### src/rtl/i2c_regbank_arb.sv
// Register bank shared by the I2C slave application bus and a local core port; one storage access per clock.
// Latency: I2C write commits at its strobe edge, prefetch refreshes at the next free edge, core access 0-2 cycles, core read data +1 cycle.
// Backpressure: core_req is held until core_gnt; I2C accesses always win. Optional read-to-clear of the top register: I2C_ARB_RDCLR_EN.
module i2c_regbank_arb #(
    parameter int DEPTH = 16,   // power of two, 2..256
    parameter int AW    = 4     // log2(DEPTH)
) (
    input  logic          clk,
    input  logic          rst,
    input  logic [7:0]    i2c_addr,
    input  logic          i2c_wen,
    input  logic [7:0]    i2c_wdata,
    input  logic          i2c_rdata_used,
    output logic [7:0]    i2c_rdata,
    input  logic          core_req,
    input  logic          core_we,
    input  logic [AW-1:0] core_addr,
    input  logic [7:0]    core_wdata,
    output logic          core_gnt,
    output logic [7:0]    core_rdata,
    output logic          core_rvalid
);

    typedef enum logic [2:0] {
        G_NONE,
        G_WR,
        G_CLR,
        G_FETCH,
        G_CORE
    } grant_e;

    localparam logic [8:0] DEPTH_W   = 9'(DEPTH);
    localparam logic [7:0] LAST_ADDR = 8'(DEPTH - 1);

    logic [7:0]    mem_q [DEPTH];
    logic [7:0]    mem_d [DEPTH];
    logic [7:0]    fetch_addr_q, fetch_addr_d;
    logic          fetch_valid_q, fetch_valid_d;
    logic [7:0]    i2c_rdata_q, i2c_rdata_d;
    logic [7:0]    core_rdata_q, core_rdata_d;
    logic          core_rvalid_q, core_rvalid_d;

    grant_e        grant;
    logic          i2c_in_range;
    logic [AW-1:0] i2c_idx;
    logic          fetch_hit;
    logic          clr_req;

    // Upper address bits select nothing; anything at or above DEPTH reads as zero and ignores writes.
    assign i2c_in_range = ({1'b0, i2c_addr} < DEPTH_W);
    assign i2c_idx      = i2c_addr[AW-1:0];

    // The prefetched copy is only usable while the slave still points at the same address.
    assign fetch_hit    = fetch_valid_q && (i2c_addr == fetch_addr_q);

`ifdef I2C_ARB_RDCLR_EN
    // Consuming the top register through I2C clears it.
    assign clr_req = i2c_rdata_used && (fetch_addr_q == LAST_ADDR);
`else
    logic unused_rdata_used;
    logic [7:0] unused_last_addr;
    assign unused_rdata_used = i2c_rdata_used;
    assign unused_last_addr  = LAST_ADDR;
    assign clr_req           = 1'b0;
`endif

    // Fixed-priority grant of the single storage port; nothing is granted while in reset.
    always_comb begin
        grant = G_NONE;
        if (rst) begin
            grant = G_NONE;
        end else if (i2c_wen) begin
            grant = G_WR;
        end else if (clr_req) begin
            grant = G_CLR;
        end else if (!fetch_hit) begin
            grant = G_FETCH;
        end else if (core_req) begin
            grant = G_CORE;
        end
    end

    assign core_gnt = (grant == G_CORE);

    // Next-state for storage, prefetch tracking and core read return, driven by the winning grant.
    always_comb begin
        mem_d         = mem_q;
        fetch_addr_d  = fetch_addr_q;
        fetch_valid_d = fetch_hit;
        i2c_rdata_d   = i2c_rdata_q;
        core_rdata_d  = core_rdata_q;
        core_rvalid_d = 1'b0;
        case (grant)
            G_WR: begin
                if (i2c_in_range) begin
                    mem_d[i2c_idx] = i2c_wdata;
                end
                if (i2c_addr == fetch_addr_q) begin
                    fetch_valid_d = 1'b0;
                end
            end
            G_CLR: begin
                mem_d[fetch_addr_q[AW-1:0]] = 8'h00;
                fetch_valid_d               = 1'b0;
            end
            G_FETCH: begin
                i2c_rdata_d   = i2c_in_range ? mem_q[i2c_idx] : 8'h00;
                fetch_addr_d  = i2c_addr;
                fetch_valid_d = 1'b1;
            end
            G_CORE: begin
                if (core_we) begin
                    mem_d[core_addr] = core_wdata;
                    if (8'(core_addr) == fetch_addr_q) begin
                        fetch_valid_d = 1'b0;
                    end
                end else begin
                    core_rdata_d  = mem_q[core_addr];
                    core_rvalid_d = 1'b1;
                end
            end
            default: begin
            end
        endcase
    end

    // State registers; reset aborts any access in flight and clears the whole bank.
    always_ff @(posedge clk) begin
        if (rst) begin
            for (int i = 0; i < DEPTH; i++) begin
                mem_q[i] <= 8'h00;
            end
            fetch_addr_q  <= 8'h00;
            fetch_valid_q <= 1'b0;
            i2c_rdata_q   <= 8'h00;
            core_rdata_q  <= 8'h00;
            core_rvalid_q <= 1'b0;
        end else begin
            mem_q         <= mem_d;
            fetch_addr_q  <= fetch_addr_d;
            fetch_valid_q <= fetch_valid_d;
            i2c_rdata_q   <= i2c_rdata_d;
            core_rdata_q  <= core_rdata_d;
            core_rvalid_q <= core_rvalid_d;
        end
    end

    assign i2c_rdata   = i2c_rdata_q;
    assign core_rdata  = core_rdata_q;
    assign core_rvalid = core_rvalid_q;

endmodule

### config.mk
export PLATFORM = sky130hd
export DESIGN_NAME = i2c_regbank_arb
export DESIGN_NICKNAME = d
export VERILOG_FILES = /design/src/rtl/i2c_regbank_arb.sv
export SDC_FILE = /design/constraint.sdc
export NUM_CORES = 1
export LEC_CHECK = 0
export BUFFER_PORTS_ARGS = -buffer_cell sky130_fd_sc_hd__buf_2
export CAP_MARGIN = 20
export CORE_AREA = 4 4 149 151
export CTS_CLUSTER_SIZE = 20
export DETAILED_ROUTE_END_ITERATION = 6
export DIE_AREA = 0 0 153 155
export PLACE_DENSITY_LB_ADDON = 0.1
export SYNTH_ARGS = -nofsm -noshare
export SYNTH_HDL_FRONTEND = slang
export SYNTH_SLANG_ARGS = --single-unit
### constraint.sdc
create_clock -name clk -period 2.5 [get_ports clk]
set_input_delay 0.375 -clock clk [delete_from_list [all_inputs] [get_ports clk]]
set_output_delay 0.375 -clock clk [all_outputs]
set_load 0.02 [all_outputs]
==> metrics.csv, run 1 <==
stage;metric;value;unit
pwr;power.density;460;mW/mm^2
worst_hold_path;holdPathStages;3;
synthesis;ys_types;47;
synthesis;syn_area;0.0113;sq mm
setup_path;cp.required;2.12;ns
setup_path;cp_max_fo;4;
setup_path;startpoint_type;register;
die;fp.dieW;153;microns
clock_network;cts_sinks;154;
timing;rsz0062_at_grt;false;
timing;hold_viol_final;0;
timing;clock.fmax;446;MHz
cells_and_area;nNetsFinal;1329;
setup_path;timing.rr.start;fetch_addr_q[0]$_SDFFE_PP0N_;
timing;finalSetupTns;0;ns
setup_path;rrSetupSlack;0.29;ns
synthesis;syn_inst;1272;
placed_design;placed_area;0.0120;sq mm
clock_network;htree_levels;4;
detailed_routing;wirelength;39100;microns
clock_network;cts.clk_slew.worst_paths;0.07;ns
synthesis;async_reset_ff_frac;0;
grt;grt_first_pass_wirelength;60400;microns
synthesis;yosys-top-cells-count;dfxtp_1 (154), nor2_1 (97), inv_1 (96), mux2i_1 (95), a31oi_1 (88);
detailed_routing;initialDrtViolationCount;1178;
clock_network;insertion_delay;0.43;ns
synthesis;synth_edf_count;0;
cells_and_area;syn_to_final_growth;11.4;%
synthesis;synth_top_area_cell;dfxtp_1;
setup_path;critical_path_class;reg2out;
detailed_routing;wire_per_inst;24.7;microns
timing;post-route-min-period;2.24;ns
grt;antenna_found_initial;0;
timing;hold_ws;0.227;ns
timing;finClkSkew;0.0151;ns
placed_design;port_buffers;50;
synthesis;yosys.area.top_type_share;0.272;
cells_and_area;fin_area;0.0126;sq mm
die;die_h;155;microns
pwr;switchingPower;1.51;mW
pwr;clkPwrFrac;0.469;
synthesis;yosysMostFrequentCell;dfxtp_1;
die;core_area;0.0208;sq mm
die;die-area;0.0237;sq mm
detailed_routing;drc_errors;0;
synthesis;yosys_warnings;0;
pwr;vdd_drop_max;0.435;mV
run_status;status;finished, final reports clean;
synthesis;synth_seq_cells;154;
synthesis;synth.top_cells.by_area;dfxtp_1 (27%), mux4_2 (14%), mux2i_1 (8.4%), o31a_1 (5.9%), a31oi_1 (4.9%);
pwr;swShare;0.259;
clock_network;clockBufferDepth;2;
die;start_util;0.545;
die;num_io_pins;52;
synthesis;syn_area_per_cell;8.92;sq um
clock_network;cts_hold_buf;0;
worst_hold_path;worstHoldEndpoint;fetch_addr_q[7]$_SDFFE_PP0N_;
run;drv_cap;0;
setup_path;arrival;1.87;ns
detailed_routing;viasPerCell;6.85;
placed_design;hpwl;25600;microns
cells_and_area;n_antenna_cell;0;
timing;worst_pin_slew;0.970;ns
timing;maxSlewViolCount;0;
detailed_routing;ant_nets;0;
grt;grt_util_all_layers;0.323;
setup_path;worst_setup_path_end_kind;output port;
worst_hold_path;hold_path.class;in2reg;
clock_network;cts-root-buf;clkbuf_16;
detailed_routing;vias;10800;
timing;final-setup-viol-count;0;
clock_network;cts_tree;done;
pwr;p_leak;4.54;nW
synthesis;ys_seq_area_frac;0.272;
grt;grt_max_degree;92;
pwr;seq_power_share;0.427;
synthesis;synth_ff_type;dfxtp_1;
timing;fin_crit_sh;0.897;
die;rows;53;
setup_path;worst-r2r-cell-count;8;
pwr;power_frac_comb;0.104;
timing;slew_headroom;0.353;
detailed_routing;firstDrtPassIters;6;
placed_design;place_congestion;1.02;
cells_and_area;drive_gt1_frac;0.219;
pwr;p_int;4.31;mW
clock_network;cts_buffers;17;
grt;grt_pass1_vias;10000;
grt;gr-total-overflow;0;
synthesis;syn-num-nets;1306;
worst_hold_path;min-delay-start;i2c_addr[7];
[what timing repair did]
item	in CTS	in global routing
setup endpoints to repair	0	1
setup buffers	0	1
gates resized for setup	0	1
[per-layer routing]
| metal | GRT usage | wire (microns) |
|---|---|---|
| met1 | 0.468 | 16200 |
| met5 | 0 | 0 |
| met4 | 0.0955 | 979 |
| met3 | 0.0540 | 4440 |
| met2 | 0.502 | 17500 |
[layout by cell type (no fill, tap or decap), types with 3 or more instances in the layout]
master     count
dfxtp_1      154
nor2_1        97
inv_1         96
mux2i_1       95
a31oi_1       88
and3_1        79
o31a_1        76
mux4_2        72
nand2_1       67
buf_4         62
buf_2         49
nor3_1        46
nand3_1       45
mux2_2        38
a311oi_1      38
a21oi_1       28
clkbuf_16     17
o21ai_0       16
a22o_1        16
o21a_1        13
buf_12        13
nand2b_1      10
xnor2_1        9
nand3b_1       9
and2_1         8
a221oi_1       8
or3_1          8
nand4_1        4
nor2_2         4
or2_2          4
xnor2_2        3
nor3_2         3
bufinv_16      3
[logic make-up after synthesis]
family,count (synthesis),share of synthesized area
flops,154,0.272
mux,205,0.264
compound gates,288,0.187
xor+xnor,12,0.0113
simple gates,396,0.179
buf+inv,217,0.0869
[through the flow]
stage | setup WS, ns | utilization | total power, mW | instances
after detailed placement | 0.0834 | 0.578 | 3.13 | 1550
after global routing | 0.118 | 0.607 | 5.97 | 1581
after floorplan | 0.392 | - | 2.91 | 1272
after CTS | 0.0332 | 0.607 | 5.82 | 1580
after global placement | 0.0775 | 0.578 | 3.13 | 1550
final | 0.259 | 0.607 | 5.81 | 1581
[power by group through the flow]
| stage | Sequential [mW] | Combinational (mW) | Clock [mW] |
|---|---|---|---|
| floorplan | 2.53 | 0.381 | 0 |
| global placement | 2.54 | 0.590 | 0 |
| CTS | 2.48 | 0.597 | 2.75 |
| detailed placement | 2.54 | 0.595 | 0 |
| global route | 2.48 | 0.639 | 2.85 |
| finish | 2.48 | 0.607 | 2.73 |
[worst max-delay path: stages (launching register included)]
cell	delay (ns)
dfxtp_1	0.41
xnor2_2	0.14
and4_1	0.28
nand4_1	0.25
clkinvlp_4	0.18
buf_2	0.17
[worst max-delay path by stage]
| stage | to | cells past startpoint | startpoint |
|---|---|---|---|
| final | core_gnt | 5 | fetch_addr_q[0]$_SDFFE_PP0N_ |
| after global routing | core_gnt | 5 | fetch_addr_q[0]$_SDFFE_PP0N_ |
| after CTS | core_gnt | 5 | fetch_addr_q[0]$_SDFFE_PP0N_ |
| after detailed placement | register | 6 | i2c_addr[0] |
| after global placement | register | 6 | i2c_addr[0] |
| after floorplan | i2c_rdata[4]$_SDFFE_PP0N_ | 6 | i2c_addr[0] |
[area by class of cell]
class,count,area (sq um)
fillers,1812,8180
inverters,97,368
clock inverters,10,143
clock buffers,20,457
multi-input cells,901,7280
repair buffers,124,971
flip-flops and latches,154,3080
well taps,275,344
(Power assumes the default switching activity.)
==> inputs of run 2 (changes only) <==
==> constraint.sdc (replaced) <==
create_clock -name clk -period 2.5 [get_ports clk]
set_input_delay 0.625 -clock clk [delete_from_list [all_inputs] [get_ports clk]]
set_output_delay 0.625 -clock clk [all_outputs]
set_load 0.02 [all_outputs]
==> metrics.csv, run 2 (synthesis results as in run 1) <==
stage;metric;value;unit;change
run_status;status;finished, final reports clean;;
setup_path;cp.required;1.88;ns;-0.24 ns
grt;gr-total-overflow;0;;unchanged
timing;hold_viol_final;0;;unchanged
cells_and_area;layout_common_cells;dfxtp_1 (154), nor2_1 (97), inv_1 (96);;
die;die-area;0.0237;sq mm;unchanged
clock_network;insertion_delay;0.43;ns;about the same
setup_path;timing.rr.start;fetch_addr_q[2]$_SDFFE_PP0N_;;
cells_and_area;layout_commonest_cell;dfxtp_1;;
die;core_area;0.0208;sq mm;unchanged
die;num_io_pins;52;;unchanged
detailed_routing;vias;10800;;-0.61%
grt;antenna_found_initial;0;;unchanged
clock_network;cts_sinks;154;;unchanged
setup_path;startpoint;fetch_addr_q[0]$_SDFFE_PP0N_;;
clock_network;clockBufferDepth;2;;unchanged
run;drv_cap;0;;unchanged
worst_hold_path;hold_path.class;reg2reg;;
timing;worst_pin_slew;0.797;ns;-0.173 ns
cells_and_area;nNetsFinal;1360;;+2.3%
setup_path;critical_path_class;reg2out;;
placed_design;hpwl;26000;microns;+1.8%
timing;fin_crit_sh;0.955;;+0.0580
cells_and_area;drive_gt1_frac;0.237;;+0.0185
detailed_routing;initialDrtViolationCount;1337;;+13%
grt;grt_util_all_layers;0.323;;-0.000443
cells_and_area;syn_to_final_growth;14.1;%;
pwr;p_leak;4.72;nW;+3.9%
setup_path;arrival;1.76;ns;-0.11 ns
setup_path;crit_chain;xnor2_2 -> and4_1 -> nand4_1 -> clkinv_1 -> buf_2;;
clock_network;cts_buffers;17;;unchanged
setup_path;rrSetupSlack;0.42;ns;+0.13 ns
timing;finClkSkew;0.00929;ns;-0.00581 ns
clock_network;cts.clk_slew.worst_paths;0.07;ns;about the same
timing;post-route-min-period;2.39;ns;+0.145 ns
setup_path;cp_max_fo;4;;unchanged
setup_path;worst-r2r-cell-count;6;;-2
placed_design;port_buffers;50;;unchanged
placed_design;place_congestion;0.978;;-4.3%
die;die_h;155;microns;unchanged
timing;finalSetupTns;0;ns;unchanged
setup_path;cp_slowest_cell;dfxtp_1;;
die;fp.dieW;153;microns;unchanged
timing;rsz0062_at_grt;false;;
clock_network;cts_tree;done;;
timing;clock.fmax;419;MHz;-6.1%
die;start_util;0.545;;unchanged
cells_and_area;fin_util;0.622;;+0.0145
timing;hold_ws;0.473;ns;+0.246 ns
grt;grt_first_pass_wirelength;60200;microns;-0.22%
timing;slew_headroom;0.468;;+0.115
setup_path;max_stage_delay;0.40;ns;about the same
detailed_routing;wirelength;38800;microns;-0.55%
clock_network;cts_hold_buf;0;;unchanged
detailed_routing;drc_errors;0;;unchanged
detailed_routing;firstDrtPassIters;6;;unchanged
die;rows;53;;unchanged
detailed_routing;ant_nets;0;;unchanged
cells_and_area;n_antenna_cell;0;;unchanged
setup_path;endpoint;core_gnt;;
detailed_routing;wire_per_inst;24.1;microns;-2.6%
clock_network;htree_levels;4;;unchanged
pwr;total_power;5.77;mW;-0.68%
grt;grt_pass1_vias;9878;;-1.4%
setup_path;worst_setup_path_end_kind;output port;;
worst_hold_path;holdPathStages;2;;-1
setup_path;startpoint_type;register;;
grt;grt_max_degree;64;;-30%
timing;maxSlewViolCount;0;;unchanged
pwr;vdd_drop_max;0.379;mV;-13%
pwr;power.density;446;mW/mm^2;-3.0%
clock_network;cts-root-buf;clkbuf_16;;
timing;final-setup-viol-count;0;;unchanged
detailed_routing;viasPerCell;6.67;;-2.6%
-- run 2: changes by cell type in the layout (fill, tap and decap cells not counted), sizes merged --
cell    delta
buf       +31
bufinv     -1
clkinv     +4
inv        -1
-- run 2: repair_timing --
item | 4_1_cts | 5_1_grt
setup buffers | 0 | 2
gates resized for setup | 0 | 0
endpoints found under the setup margin | 0 | 1
-- run 2: through the flow --
step                      setup WS, ns  std cells  instance area [sq um]
final                            0.114       1614                  12900
after global routing            0.0123       1614                  12900
after CTS                       0.0309       1612                  12900
after detailed placement       -0.0760       1580                  12300
after global placement          -0.101       1580                  12300
after floorplan                  0.119       1272                  11300
-- run 2: power by group --
part           internal, mW  leakage (nW)  switching, mW
registers              2.47          1.24         0.0143
clock network          1.54         0.287           1.14
logic                 0.235          3.19          0.390
total                  4.24          4.72           1.54
-- run 2: worst min-delay path by stage --
stage                     slack [ns]                          from                            to
after global routing            0.48                   i2c_addr[5]  fetch_addr_q[5]$_SDFFE_PP0N_
after floorplan                 0.50  fetch_addr_q[6]$_SDFFE_PP0N_  fetch_addr_q[6]$_SDFFE_PP0N_
after global placement          0.46    core_rdata[5]$_SDFFE_PP0P_    core_rdata[5]$_SDFFE_PP0P_
after detailed placement        0.47    core_rdata[4]$_SDFFE_PP0P_    core_rdata[4]$_SDFFE_PP0P_
after CTS                       0.47                   i2c_addr[5]  fetch_addr_q[5]$_SDFFE_PP0N_
final                           0.47    core_rdata[3]$_SDFFE_PP0P_    core_rdata[3]$_SDFFE_PP0P_
-- run 2: cell type report --
| type | instances | area, sq um |
|---|---|---|
| flip-flops and latches | 154 | 3080 |
| repair buffers | 155 | 1280 |
| multi-input cells | 901 | 7280 |
| clock inverters | 12 | 141 |
| well taps | 275 | 344 |
| inverters | 97 | 364 |
| clock buffers | 20 | 457 |
| fillers | 1796 | 7880 |
-- run 2: critical path: cells and delay by family, from the launching register on --
kind | cells | cell delay (ns)
XOR/XNOR | 1 | 0.14
buffers and inverters | 2 | 0.33
flip-flops | 1 | 0.40
AND/OR/NAND/NOR | 2 | 0.46
-- run 2: layer usage --
| metal | track usage | part of all wire | vias to the layer above |
|---|---|---|---|
| met4 | 0.0734 | 0.024 | 0 |
| met2 | 0.513 | 0.46 | 577 |
| li1 | - | - | 4903 |
| met5 | 0 | 0 | - |
| met1 | 0.469 | 0.42 | 5224 |
| met3 | 0.0490 | 0.10 | 64 |
